[src/rtl/push_debounce_sync_if.sv]
// Button-side signal bundle for push_debounce_sync: raw level in, clean level and status out.
interface push_debounce_sync_if;
    logic       push;
    logic       sypush;
    logic       busy;
    logic [7:0] glitch_cnt;

    modport master (
        output push,
        input  sypush,
        input  busy,
        input  glitch_cnt
    );

    modport slave (
        input  push,
        output sypush,
        output busy,
        output glitch_cnt
    );
endinterface

[src/rtl/push_debounce_sync.sv]
// Push-button front end: synchronizer chain followed by a 4-state debounce FSM.
// Optional GLITCH_COUNT_EN macro enables the saturating rejected-bounce counter.
module push_debounce_sync #(
    parameter int SYNC_STAGES = 2,
    parameter int DB_CYCLES   = 50000,
    parameter int CNT_W       = 16
) (
    input logic                 clk,
    input logic                 rst,
    push_debounce_sync_if.slave bus
);
    typedef enum logic [1:0] {
        IDLE_LOW  = 2'd0,
        WAIT_HIGH = 2'd1,
        HIGH      = 2'd2,
        WAIT_LOW  = 2'd3
    } state_t;

    localparam logic [CNT_W-1:0] CNT_LAST = CNT_W'(DB_CYCLES - 1);

    logic [SYNC_STAGES-1:0] sync_p0;
    logic                   s;
    state_t                 state_q, state_d;
    logic [CNT_W-1:0]       cnt_q, cnt_d;
    logic                   sy_q, sy_d;

    // Synchronizer stage: push is only ever observed through this chain
    always_ff @(posedge clk or negedge rst) begin
        if (!rst) begin
            sync_p0 <= '0;
        end else begin
            sync_p0 <= {sync_p0[SYNC_STAGES-2:0], bus.push};
        end
    end

    assign s = sync_p0[SYNC_STAGES-1];

    // Debounce stage: state, counter and registered output level
    always_ff @(posedge clk or negedge rst) begin
        if (!rst) begin
            state_q <= IDLE_LOW;
            cnt_q   <= '0;
            sy_q    <= 1'b0;
        end else begin
            state_q <= state_d;
            cnt_q   <= cnt_d;
            sy_q    <= sy_d;
        end
    end

    always_comb begin
        state_d = state_q;
        cnt_d   = cnt_q;
        sy_d    = sy_q;
        case (state_q)
            IDLE_LOW: begin
                if (s) begin
                    state_d = WAIT_HIGH;
                    cnt_d   = '0;
                end
            end
            WAIT_HIGH: begin
                if (!s) begin
                    state_d = IDLE_LOW;
                end else if (cnt_q == CNT_LAST) begin
                    state_d = HIGH;
                    sy_d    = 1'b1;
                end else begin
                    cnt_d = cnt_q + CNT_W'(1);
                end
            end
            HIGH: begin
                if (!s) begin
                    state_d = WAIT_LOW;
                    cnt_d   = '0;
                end
            end
            WAIT_LOW: begin
                if (s) begin
                    state_d = HIGH;
                end else if (cnt_q == CNT_LAST) begin
                    state_d = IDLE_LOW;
                    sy_d    = 1'b0;
                end else begin
                    cnt_d = cnt_q + CNT_W'(1);
                end
            end
            default: begin
                state_d = IDLE_LOW;
                cnt_d   = '0;
                sy_d    = 1'b0;
            end
        endcase
    end

    assign bus.sypush = sy_q;
    assign bus.busy   = (state_q == WAIT_HIGH) || (state_q == WAIT_LOW);

`ifdef GLITCH_COUNT_EN
    logic       abort;
    logic [7:0] glitch_q;

    // An abort is a WAIT state seeing the level it is trying to leave
    assign abort = ((state_q == WAIT_HIGH) && !s) || ((state_q == WAIT_LOW) && s);

    always_ff @(posedge clk or negedge rst) begin
        if (!rst) begin
            glitch_q <= 8'd0;
        end else if (abort && (glitch_q != 8'hFF)) begin
            glitch_q <= glitch_q + 8'd1;
        end
    end

    assign bus.glitch_cnt = glitch_q;
`else
    assign bus.glitch_cnt = 8'd0;
`endif
endmodule
[src/flat_wrapper.sv]
// flat-port wrapper written by rule: the top's interface ports become plain ports
module push_debounce_sync_flat 
#(
    parameter int SYNC_STAGES = 2,
    parameter int DB_CYCLES   = 50000,
    parameter int CNT_W       = 16
)
  (clk, rst, bus_push, bus_sypush, bus_busy, bus_glitch_cnt);
  push_debounce_sync_if bus_i ();
  input logic clk;
  input logic rst;
  input wire logic [$bits(bus_i.push)-1:0] bus_push;
  output wire logic [$bits(bus_i.sypush)-1:0] bus_sypush;
  output wire logic [$bits(bus_i.busy)-1:0] bus_busy;
  output wire logic [$bits(bus_i.glitch_cnt)-1:0] bus_glitch_cnt;
  assign bus_i.push = bus_push;
  assign bus_sypush = bus_i.sypush;
  assign bus_busy = bus_i.busy;
  assign bus_glitch_cnt = bus_i.glitch_cnt;
  push_debounce_sync #(.SYNC_STAGES(SYNC_STAGES), .DB_CYCLES(DB_CYCLES), .CNT_W(CNT_W)) u_core (.clk(clk), .rst(rst), .bus(bus_i));
endmodule
[config.mk]
export PLATFORM = sky130hd
export DESIGN_NAME = push_debounce_sync_flat
export DESIGN_NICKNAME = d
export VERILOG_FILES = /design/src/rtl/push_debounce_sync_if.sv /design/src/rtl/push_debounce_sync.sv /design/src/flat_wrapper.sv
export SDC_FILE = /design/constraint.sdc
export NUM_CORES = 1
export LEC_CHECK = 0
export ABC_AREA = 1
export BUFFER_PORTS_ARGS = -buffer_cell sky130_fd_sc_hd__buf_2
export CELL_PAD_IN_SITES_DETAIL_PLACEMENT = 1
export CELL_PAD_IN_SITES_GLOBAL_PLACEMENT = 1
export CORE_ASPECT_RATIO = 0.9
export CORE_MARGIN = 1.5
export CORE_UTILIZATION = 35
export CTS_CLUSTER_SIZE = 16
export DETAILED_ROUTE_END_ITERATION = 6
export PLACE_DENSITY = 0.68
export SLEW_MARGIN = 5
export SYNTH_ARGS = -nofsm -noshare
export SYNTH_HDL_FRONTEND = slang
export SYNTH_SLANG_ARGS = --single-unit
[constraint.sdc]
create_clock -name clk -period 4 [get_ports clk]
set_input_delay 1 -clock clk [delete_from_list [all_inputs] [get_ports clk]]
set_output_delay 1 -clock clk [all_outputs]
set_load 0.01 [all_outputs]
==> impl_metrics.env, run 1 <==
export IMPL_grt_max_degree=30
export IMPL_clockBufferDepth=2
export IMPL_grt_pass1_vias=1125
export IMPL_crit_chain="buf_2"
export IMPL_cts_root_buf="clkbuf_8"
export IMPL_coreArea_mm2=0.003503
export IMPL_slowest_delay_ns=0.69
export IMPL_p_per_area_mw_per_mm2=290.7
export IMPL_finalCritPeriodShare_pct=54.74
export IMPL_routedWlPerCell_um=13.87
export IMPL_setup_violations=0
export IMPL_dr_pass1_iters=4
export IMPL_critPathMaxFanout=15
export IMPL_peakVddDrop_mv=0.1942
export IMPL_dp_slack_ns=2.010
export IMPL_synthCells=182
export IMPL_critPathRequiredTime_ns=3.00
export IMPL_grt_ovfl_total=0
export IMPL_regArea_um2=525.5
export IMPL_ys_seq_area_share_pct=39.77
export IMPL_leakage_uw=0.0005960
export IMPL_fillers=460
export IMPL_fp_dieW_um=67.77
export IMPL_place_congestion=0.7896
export IMPL_antenna_cells=0
export IMPL_drt_iter0_markers=40
export IMPL_drive_gt1_share_pct=7.609
export IMPL_insertion_delay_ns=0.27
export IMPL_cts_inserted_buffers=3
export IMPL_hold_depth=0
export IMPL_die_h_um=61.29
export IMPL_h_tree_depth=1
export IMPL_path_clk_slew_ns=0.08
export IMPL_totalWireLength_um=3163
export IMPL_clock_sinks=21
export IMPL_rsz0062_at_grt="no"
export IMPL_path_buf_inv=1
export IMPL_netlist_area_mm2=0.001321
export IMPL_ant_nets=0
export IMPL_slowest_stage="dfrtp_1"
export IMPL_via_count=1124
export IMPL_cts_tree="done"
export IMPL_cts_resized=0
export IMPL_syn_avg_cell_area_um2=7.260
export IMPL_synth_distinct_cells=23
export IMPL_dp_hpwl_um=2365
export IMPL_finClkSkew_ns=0.002878
export IMPL_via_per_inst=4.930
export IMPL_die_area_mm2=0.004153
export IMPL_crit_family="flip-flops"
export IMPL_start_util_pct=37.71
export IMPL_layout_commonest_cell="nand2_1"
export IMPL_synth_seq_cells=21
export IMPL_finalWorstSetupSlack_ns=1.810
export IMPL_io_pins=13
export IMPL_final_cell_mix="nand2_1, nor2_1, dfrtp_1"
export IMPL_start_kind="flip-flop"
export IMPL_cp_arrival_ns=1.19
export IMPL_report_final_hold_viol_count=0
export IMPL_postCtsSetupBuffers=0
export IMPL_rows=20
export IMPL_finalNetCount=189
export IMPL_cp_end_kind="output pin"
export IMPL_antenna_found_initial=0
export IMPL_port_buffers=4
export IMPL_yosys_warnings=0
export IMPL_path_class="reg2out"
export IMPL_worst_slew_pin_slew_ns=0.5405
export IMPL_slew_headroom_pct=63.97
export IMPL_max_freq_ghz=0.4567
export IMPL_multiInputGateArea_um2=670.6
export IMPL_hold_class="reg2reg"
export IMPL_drc=0
export IMPL_fin_tns_setup_ns=0
export IMPL_fin_crit_ns=2.190
export IMPL_status="finished clean"
export IMPL_cap_violations=0
export IMPL_ctsHoldBuffers=0
export IMPL_grt_pass1_wl_um=5333
export IMPL_r2r_cells=7
export IMPL_crit_cells=1
export IMPL_grt_use_total_pct=17.58
export IMPL_syn_to_final_growth_pct=4.167
export IMPL_slew_viol_final=0
[cell families (layout without fill, tap and decap cells)]
group / Yosys count / after routing / synth area share, %
AOI/OAI and AO/OA: 19 / 19 / 8.049
xor gates and xnor gates: 6 / 6 / 3.977
adders and majority gates: 1 / 1 / 0.9468
buffers and inverters: 28 / 23 / 11.46
DFF: 21 / 21 / 39.77
other: 1 / 8 / 0.2838
and+or+nand+nor: 106 / 106 / 35.51
[registers in the layout, indices dropped and copies added, names as in the netlist, named ones only]
register           cells
u_core.state_q         1
u_core.sync_p0         2
u_core.cnt_q          16
u_core.bus.sypush      1
[synthesized netlist by cell type, drive strengths merged]
| master | count | area (µm²) |
|---|---|---|
| nand2 | 56 | 212.7 |
| xnor2 | 1 | 8.760 |
| inv | 15 | 56.30 |
| o21bai | 2 | 15.01 |
| dfrtp | 21 | 525.5 |
| nor3 | 1 | 16.27 |
| ha | 1 | 12.51 |
| or2 | 1 | 6.260 |
| nand3 | 19 | 100.1 |
| clkbuf | 2 | 7.510 |
| buf | 11 | 87.58 |
| conb | 1 | 3.750 |
| o21ai | 16 | 83.83 |
| nor2 | 22 | 90.09 |
| nand4 | 7 | 43.79 |
| xor2 | 5 | 43.79 |
| o211ai | 1 | 7.510 |
[per-layer routing]
layer	up-vias	global-route usage, %	wire length (µm)
met3	2	4.388	93
met1	535	23.47	1661
li1	571	-	-
met5	-	0	0
met2	16	29.55	1394
met4	0	2.624	14
[where the power goes]
| group | internal [µW] | total, µW | switching, µW |
|---|---|---|---|
| clock | 70.6 | 149 | 78.5 |
| sequential | 217 | 225 | 7.50 |
| combinational | 6.57 | 26.4 | 19.8 |
| total | 294 | 400 | 106 |
[cell type report]
cell class              instances  area share (%)
flip-flops and latches         21           38.18
inverters                      15           4.091
clock buffers                   3           3.000
multi-input cells             140           48.73
repair buffers                  4           1.455
clock inverters                 1          0.5455
well taps                      44           4.000
[path summary, 6_finish.rpt]
kind,from,to,slack (ns)
min,u_core.sync_p0[0],u_core.sync_p0[1],0.37
min in group asynchronous,rst,u_core.cnt_q[14],0.68
max in group asynchronous,rst,u_core.state_q[0],2.98
min reg2reg,u_core.sync_p0[0],u_core.sync_p0[1],0.37
max,u_core.state_q[0],bus_busy,1.81
max reg2reg,u_core.state_q[0],u_core.cnt_q[3],2.00
[per-stage QoR]
step                      total power [µW]  utilization, %  area [µm²]  std cells  hold WS, ns
after floorplan                      252.9               -        1348        189       0.3312
after global placement               254.1           37.89        1328        224       0.3448
after detailed placement             255.7           37.89        1328        224       0.3463
after CTS                            409.6           39.29        1376        228       0.3677
after global routing                 424.1           39.29        1376        228       0.3893
final                                400.1           39.29        1376        228       0.3697
Note: power is estimated with default switching activity, not from simulation.
==> run 2: changes to the inputs <==
--- a/config.mk
+++ b/config.mk
@@ -14,7 +14,7 @@
 export CORE_UTILIZATION = 35
 export CTS_CLUSTER_SIZE = 16
 export DETAILED_ROUTE_END_ITERATION = 6
-export PLACE_DENSITY = 0.68
+export PLACE_DENSITY = 0.7
 export SLEW_MARGIN = 5
 export SYNTH_ARGS = -nofsm -noshare
 export SYNTH_HDL_FRONTEND = slang
==> constraint.sdc (replaced) <==
create_clock -name clk -period 1.85 [get_ports clk]
set_input_delay 0.4625 -clock clk [delete_from_list [all_inputs] [get_ports clk]]
set_output_delay 0.4625 -clock clk [all_outputs]
set_load 0.01 [all_outputs]
==> impl_metrics.env, run 2 (same netlist as run 1, synthesis figures left out) <==
export IMPL_status="finished clean"
export IMPL_final_cell_mix="nand2_1, nor2_1, dfrtp_1"
export IMPL_dr_pass1_iters=4
export IMPL_grt_max_degree=22
export IMPL_p_per_area_mw_per_mm2=601.2
export IMPL_die_area_mm2=0.004153
export IMPL_r2r_cells=7
export IMPL_syn_to_final_growth_pct=8.144
export IMPL_insertion_delay_ns=0.26
export IMPL_dp_hpwl_um=2578
export IMPL_rows=20
export IMPL_ant_nets=0
export IMPL_path_clk_slew_ns=0.08
export IMPL_setup_violations=0
export IMPL_comb_power_share_pct=8.1
export IMPL_hold_ws_ns=0.1551
export IMPL_place_congestion=0.8306
export IMPL_crit_chain="ha_1 > inv_1 > nor2_4 > nand3_2 > nand2_4 > buf_12 > o21ai_0"
export IMPL_finClkSkew_ns=0.001974
export IMPL_dp_cells=229
export IMPL_start_util_pct=37.71
export IMPL_cap_violations=0
export IMPL_via_per_inst=4.970
export IMPL_cts_tree="done"
export IMPL_largest_reg_flops=16
export IMPL_finalCritPeriodShare_pct=86.03
export IMPL_totalWireLength_um=3292
export IMPL_clock_power_share_pct=35.9
export IMPL_fin_crit_ns=1.592
export IMPL_die_h_um=61.29
export IMPL_rsz0062_at_grt="no"
export IMPL_rr_startpoint="u_core.cnt_q[0]"
export IMPL_critPathRequiredTime_ns=1.99
export IMPL_layout_commonest_cell="nand2_1"
export IMPL_drive_gt1_share_pct=10.05
export IMPL_max_freq_ghz=0.6283
export IMPL_finalWorstSetupSlack_ns=0.2585
export IMPL_fin_tns_setup_ns=0
export IMPL_h_tree_depth=1
export IMPL_via_count=1158
export IMPL_fp_dieW_um=67.77
export IMPL_coreArea_mm2=0.003503
export IMPL_power_uw=859.1
export IMPL_antenna_found_initial=0
export IMPL_cts_resized=0
export IMPL_layout_cells_non_filler=233
export IMPL_postCtsSetupBuffers=0
export IMPL_io_pins=13
export IMPL_clockBufferDepth=2
export IMPL_grt_ovfl_total=0
export IMPL_cp_arrival_ns=1.73
export IMPL_slowest_delay_ns=0.41
export IMPL_grt_pass1_wl_um=5623
export IMPL_hold_class="in2async"
export IMPL_regMostFlops="u_core.cnt_q"
export IMPL_crit_family="simple AND/OR/NAND/NOR gates"
export IMPL_dp_slack_ns=0.1773
export IMPL_finalNetCount=194
export IMPL_r2r_end="u_core.cnt_q[10]"
export IMPL_p_int_uw=640.6
export IMPL_path_class="reg2reg"
export IMPL_p_sw_share_pct=25.42
export IMPL_critPathMaxFanout=15
export IMPL_start_kind="flip-flop"
export IMPL_port_buffers=4
export IMPL_reg_top3="u_core.cnt_q (16), u_core.sync_p0 (2)"
export IMPL_cts_inserted_buffers=3
export IMPL_grt_use_total_pct=18.37
export IMPL_grt_pass1_vias=1212
export IMPL_pwr_share_seq_pct=56.0
export IMPL_path_buf_inv=2
export IMPL_drc=0
export IMPL_slowest_stage="dfrtp_1"
export IMPL_antenna_cells=0
export IMPL_routedWlPerCell_um=14.13
export IMPL_report_final_hold_viol_count=0
export IMPL_leakage_uw=0.0006293
export IMPL_power_switching_uw=218.4
export IMPL_peakVddDrop_mv=0.4997
export IMPL_drt_iter0_markers=64
export IMPL_slew_viol_final=0
export IMPL_clock_sinks=21
export IMPL_ff2ff_setup_slack_ns=0.26
export IMPL_ctsHoldBuffers=0
export IMPL_cts_root_buf="clkbuf_8"
export IMPL_cp_end_kind="flip-flop"
-- run 2: cell types whose count changed in the layout (fill, tap and decap cells not counted) --
cell	change
buf_12	+1
buf_4	+4
clkinv_2	+1
clkinvlp_4	-1
nand2_2	-1
nand2_4	+1
-- run 2: worst max path at each step --
stage	from	end	slack (ns)	depth (start not counted)
2_1_floorplan	u_core.cnt_q[0]	u_core.cnt_q[1]	0.45	8
3_3_place_gp	u_core.cnt_q[0]	u_core.cnt_q[13]	0.25	7
3_5_place_dp	u_core.cnt_q[0]	u_core.cnt_q[7]	0.18	8
4_1_cts	u_core.cnt_q[0]	u_core.cnt_q[3]	0.15	8
5_1_grt	u_core.cnt_q[0]	u_core.cnt_q[7]	0.07	8
6_report	u_core.cnt_q[0]	u_core.cnt_q[10]	0.26	7
-- run 2: metrics by stage --
| step | cell area, µm² | utilization (%) |
|---|---|---|
| after floorplan | 1348 | - |
| after global placement | 1378 | 39.32 |
| after detailed placement | 1378 | 39.32 |
| after CTS | 1424 | 40.64 |
| after global routing | 1429 | 40.79 |
| final | 1429 | 40.79 |
-- run 2: metal layers --
layer  track usage, %  wire [µm]
met2            31.65       1538
met3            3.473        113
met5                0          0
met4            4.665         50
met1            23.89       1590
-- run 2: area by class of cell --
class                      instances  area, µm²
clock buffer                       3      41.29
clock inverter                     1      5.005
fill                             461       2074
inverter                          15      56.30
multi-input combinational        140      675.6
sequential                        21      525.5
tap                               44      55.05
timing repair buffer               9      70.07
-- run 2: power groups by stage --
stage | registers (µW) | logic, µW | clock network, µW
finish | 481 | 69.6 | 308
global route | 484 | 81.1 | 337
CTS | 481 | 70.3 | 321
detailed placement | 491 | 69.7 | 0
global placement | 490 | 68.4 | 0
floorplan | 488 | 58.6 | 0
==> run 3: changes to the inputs <==
--- a/config.mk
+++ b/config.mk
@@ -11,10 +11,10 @@
 export CELL_PAD_IN_SITES_GLOBAL_PLACEMENT = 1
 export CORE_ASPECT_RATIO = 0.9
 export CORE_MARGIN = 1.5
-export CORE_UTILIZATION = 35
+export CORE_UTILIZATION = 38
 export CTS_CLUSTER_SIZE = 16
 export DETAILED_ROUTE_END_ITERATION = 6
-export PLACE_DENSITY = 0.7
+export PLACE_DENSITY = 0.75
 export SLEW_MARGIN = 5
 export SYNTH_ARGS = -nofsm -noshare
 export SYNTH_HDL_FRONTEND = slang
==> constraint.sdc (replaced) <==
create_clock -name clk -period 1.85 [get_ports clk]
set_input_delay 0.0925 -clock clk [delete_from_list [all_inputs] [get_ports clk]]
set_output_delay 0.0925 -clock clk [all_outputs]
set_load 0.01 [all_outputs]
==> impl_metrics.env, run 3 (same netlist as run 1, synthesis figures left out) <==
export IMPL_status="finished clean"
export IMPL_fillers=441
export IMPL_path_class="reg2reg"
export IMPL_worst_slew_pin_slew_ns=0.5021
export IMPL_finClkSkew_ns=0.002167
export IMPL_slew_viol_final=0
export IMPL_die_area_mm2=0.003840
export IMPL_peakVddDrop_mv=0.3147
export IMPL_crit_chain="ha_1 > inv_1 > nor2_4 > nand3_2 > nand2_2 > buf_12 > nand2_1 > o21ai_0"
export IMPL_layout_commonest_cell="nand2_1"
export IMPL_grt_ovfl_total=0
export IMPL_drt_iter0_markers=55
export IMPL_cts_tree="done"
export IMPL_critPathRequiredTime_ns=2.03
export IMPL_port_buffers=4
export IMPL_fin_util_pct=42.39
export IMPL_drc=0
export IMPL_place_congestion=0.8210
export IMPL_cts_inserted_buffers=3
export IMPL_rsz0062_at_grt="no"
export IMPL_final_cell_mix="nand2_1, nor2_1, dfrtp_1"
export IMPL_clockBufferDepth=2
export IMPL_h_tree_depth=1
export IMPL_fp_dieW_um=65.16
export IMPL_critPathMaxFanout=20
export IMPL_cap_violations=0
export IMPL_clock_sinks=21
export IMPL_ant_nets=0
export IMPL_grt_max_degree=22
export IMPL_start_util_pct=39.40
export IMPL_drive_gt1_share_pct=8.511
export IMPL_slowest_stage="dfrtp_1"
export IMPL_finalNetCount=193
export IMPL_antenna_cells=0
export IMPL_dr_pass1_iters=4
export IMPL_syn_to_final_growth_pct=7.576
export IMPL_post_route_cell_area_mm2=0.001421
export IMPL_fin_tns_setup_ns=0
export IMPL_cts_root_buf="clkbuf_8"
export IMPL_insertion_delay_ns=0.27
export IMPL_finalCritPeriodShare_pct=89.52
export IMPL_hold_ws_ns=0.3108
export IMPL_grt_pass1_wl_um=5602
export IMPL_via_count=1150
export IMPL_cp_arrival_ns=1.84
export IMPL_fin_crit_ns=1.656
export IMPL_hold_class="in2async"
export IMPL_report_final_hold_viol_count=0
export IMPL_slowest_delay_ns=0.42
export IMPL_largest_reg_flops=16
export IMPL_grt_use_total_pct=19.54
export IMPL_dpl_cell_area_mm2=0.001355
export IMPL_regMostFlops="u_core.cnt_q"
export IMPL_leakage_uw=0.0006223
export IMPL_p_per_area_mw_per_mm2=613.1
export IMPL_cp_end_kind="flip-flop"
export IMPL_crit_family="simple AND/OR/NAND/NOR gates"
export IMPL_path_clk_slew_ns=0.08
export IMPL_setup_violations=0
export IMPL_max_freq_ghz=0.6038
export IMPL_coreArea_mm2=0.003353
export IMPL_cts_resized=0
export IMPL_path_buf_inv=2
export IMPL_dp_hpwl_um=2545
export IMPL_power_uw=871.4
export IMPL_via_per_inst=4.957
export IMPL_totalWireLength_um=3350
export IMPL_reg_top3="u_core.cnt_q (16), u_core.sync_p0 (2)"
export IMPL_routedWlPerCell_um=14.44
export IMPL_antenna_found_initial=0
export IMPL_io_pins=13
export IMPL_rows=20
export IMPL_slew_headroom_pct=66.53
export IMPL_grt_pass1_vias=1164
export IMPL_die_h_um=58.94
export IMPL_start_kind="flip-flop"
-- run 3: where the power goes --
| part | internal [µW] | switching [µW] |
|---|---|---|
| sequential | 470 | 11.7 |
| combinational | 22.2 | 49.9 |
| clock | 151 | 167 |
| total | 643 | 229 |
-- run 3: timing repair --
item,in CTS,in global routing
hold endpoints to repair,22,0
hold buffers,2,0
setup buffers,0,0
-- run 3: final timing paths --
path	startpoint	slack, ns	to	depth (start not counted)
worst max-delay path	u_core.cnt_q[0]	0.19	u_core.cnt_q[1]	8
worst min-delay path	rst	0.31	u_core.cnt_q[15]	2
worst max register to register	u_core.cnt_q[0]	0.19	u_core.cnt_q[1]	8
worst min register to register	u_core.sync_p0[0]	0.37	u_core.sync_p0[1]	0
max in group asynchronous	rst	1.19	u_core.cnt_q[13]	2
min in group clk	u_core.sync_p0[0]	0.37	u_core.sync_p0[1]	0
-- run 3: per-stage QoR --
stage               std cells  setup WS [ns]
floorplan                 189         0.4511
global placement          226         0.3222
detailed placement        226         0.2053
CTS                       232         0.1826
global route              232        0.01688
finish                    232         0.1938
-- run 3: final cells by class --
type	count	area, µm²	share of cell area [%]
Timing Repair Buffer	8	67.56	4.754
Clock buffer	3	41.29	2.905
Multi-Input combinational cell	140	670.6	47.18
Sequential cell	21	525.5	36.97
Inverter	15	56.30	3.961
Tap cell	44	55.05	3.873
Clock inverter	1	5.005	0.3521
-- run 3: routing by layer --
layer | wire length, µm | vias to the layer above | global-route usage [%]
met5 | 0 | - | 0
met4 | 51 | 0 | 7.143
met3 | 73 | 5 | 2.294
met2 | 1546 | 13 | 32.99
met1 | 1679 | 554 | 26.15
li1 | - | 578 | -
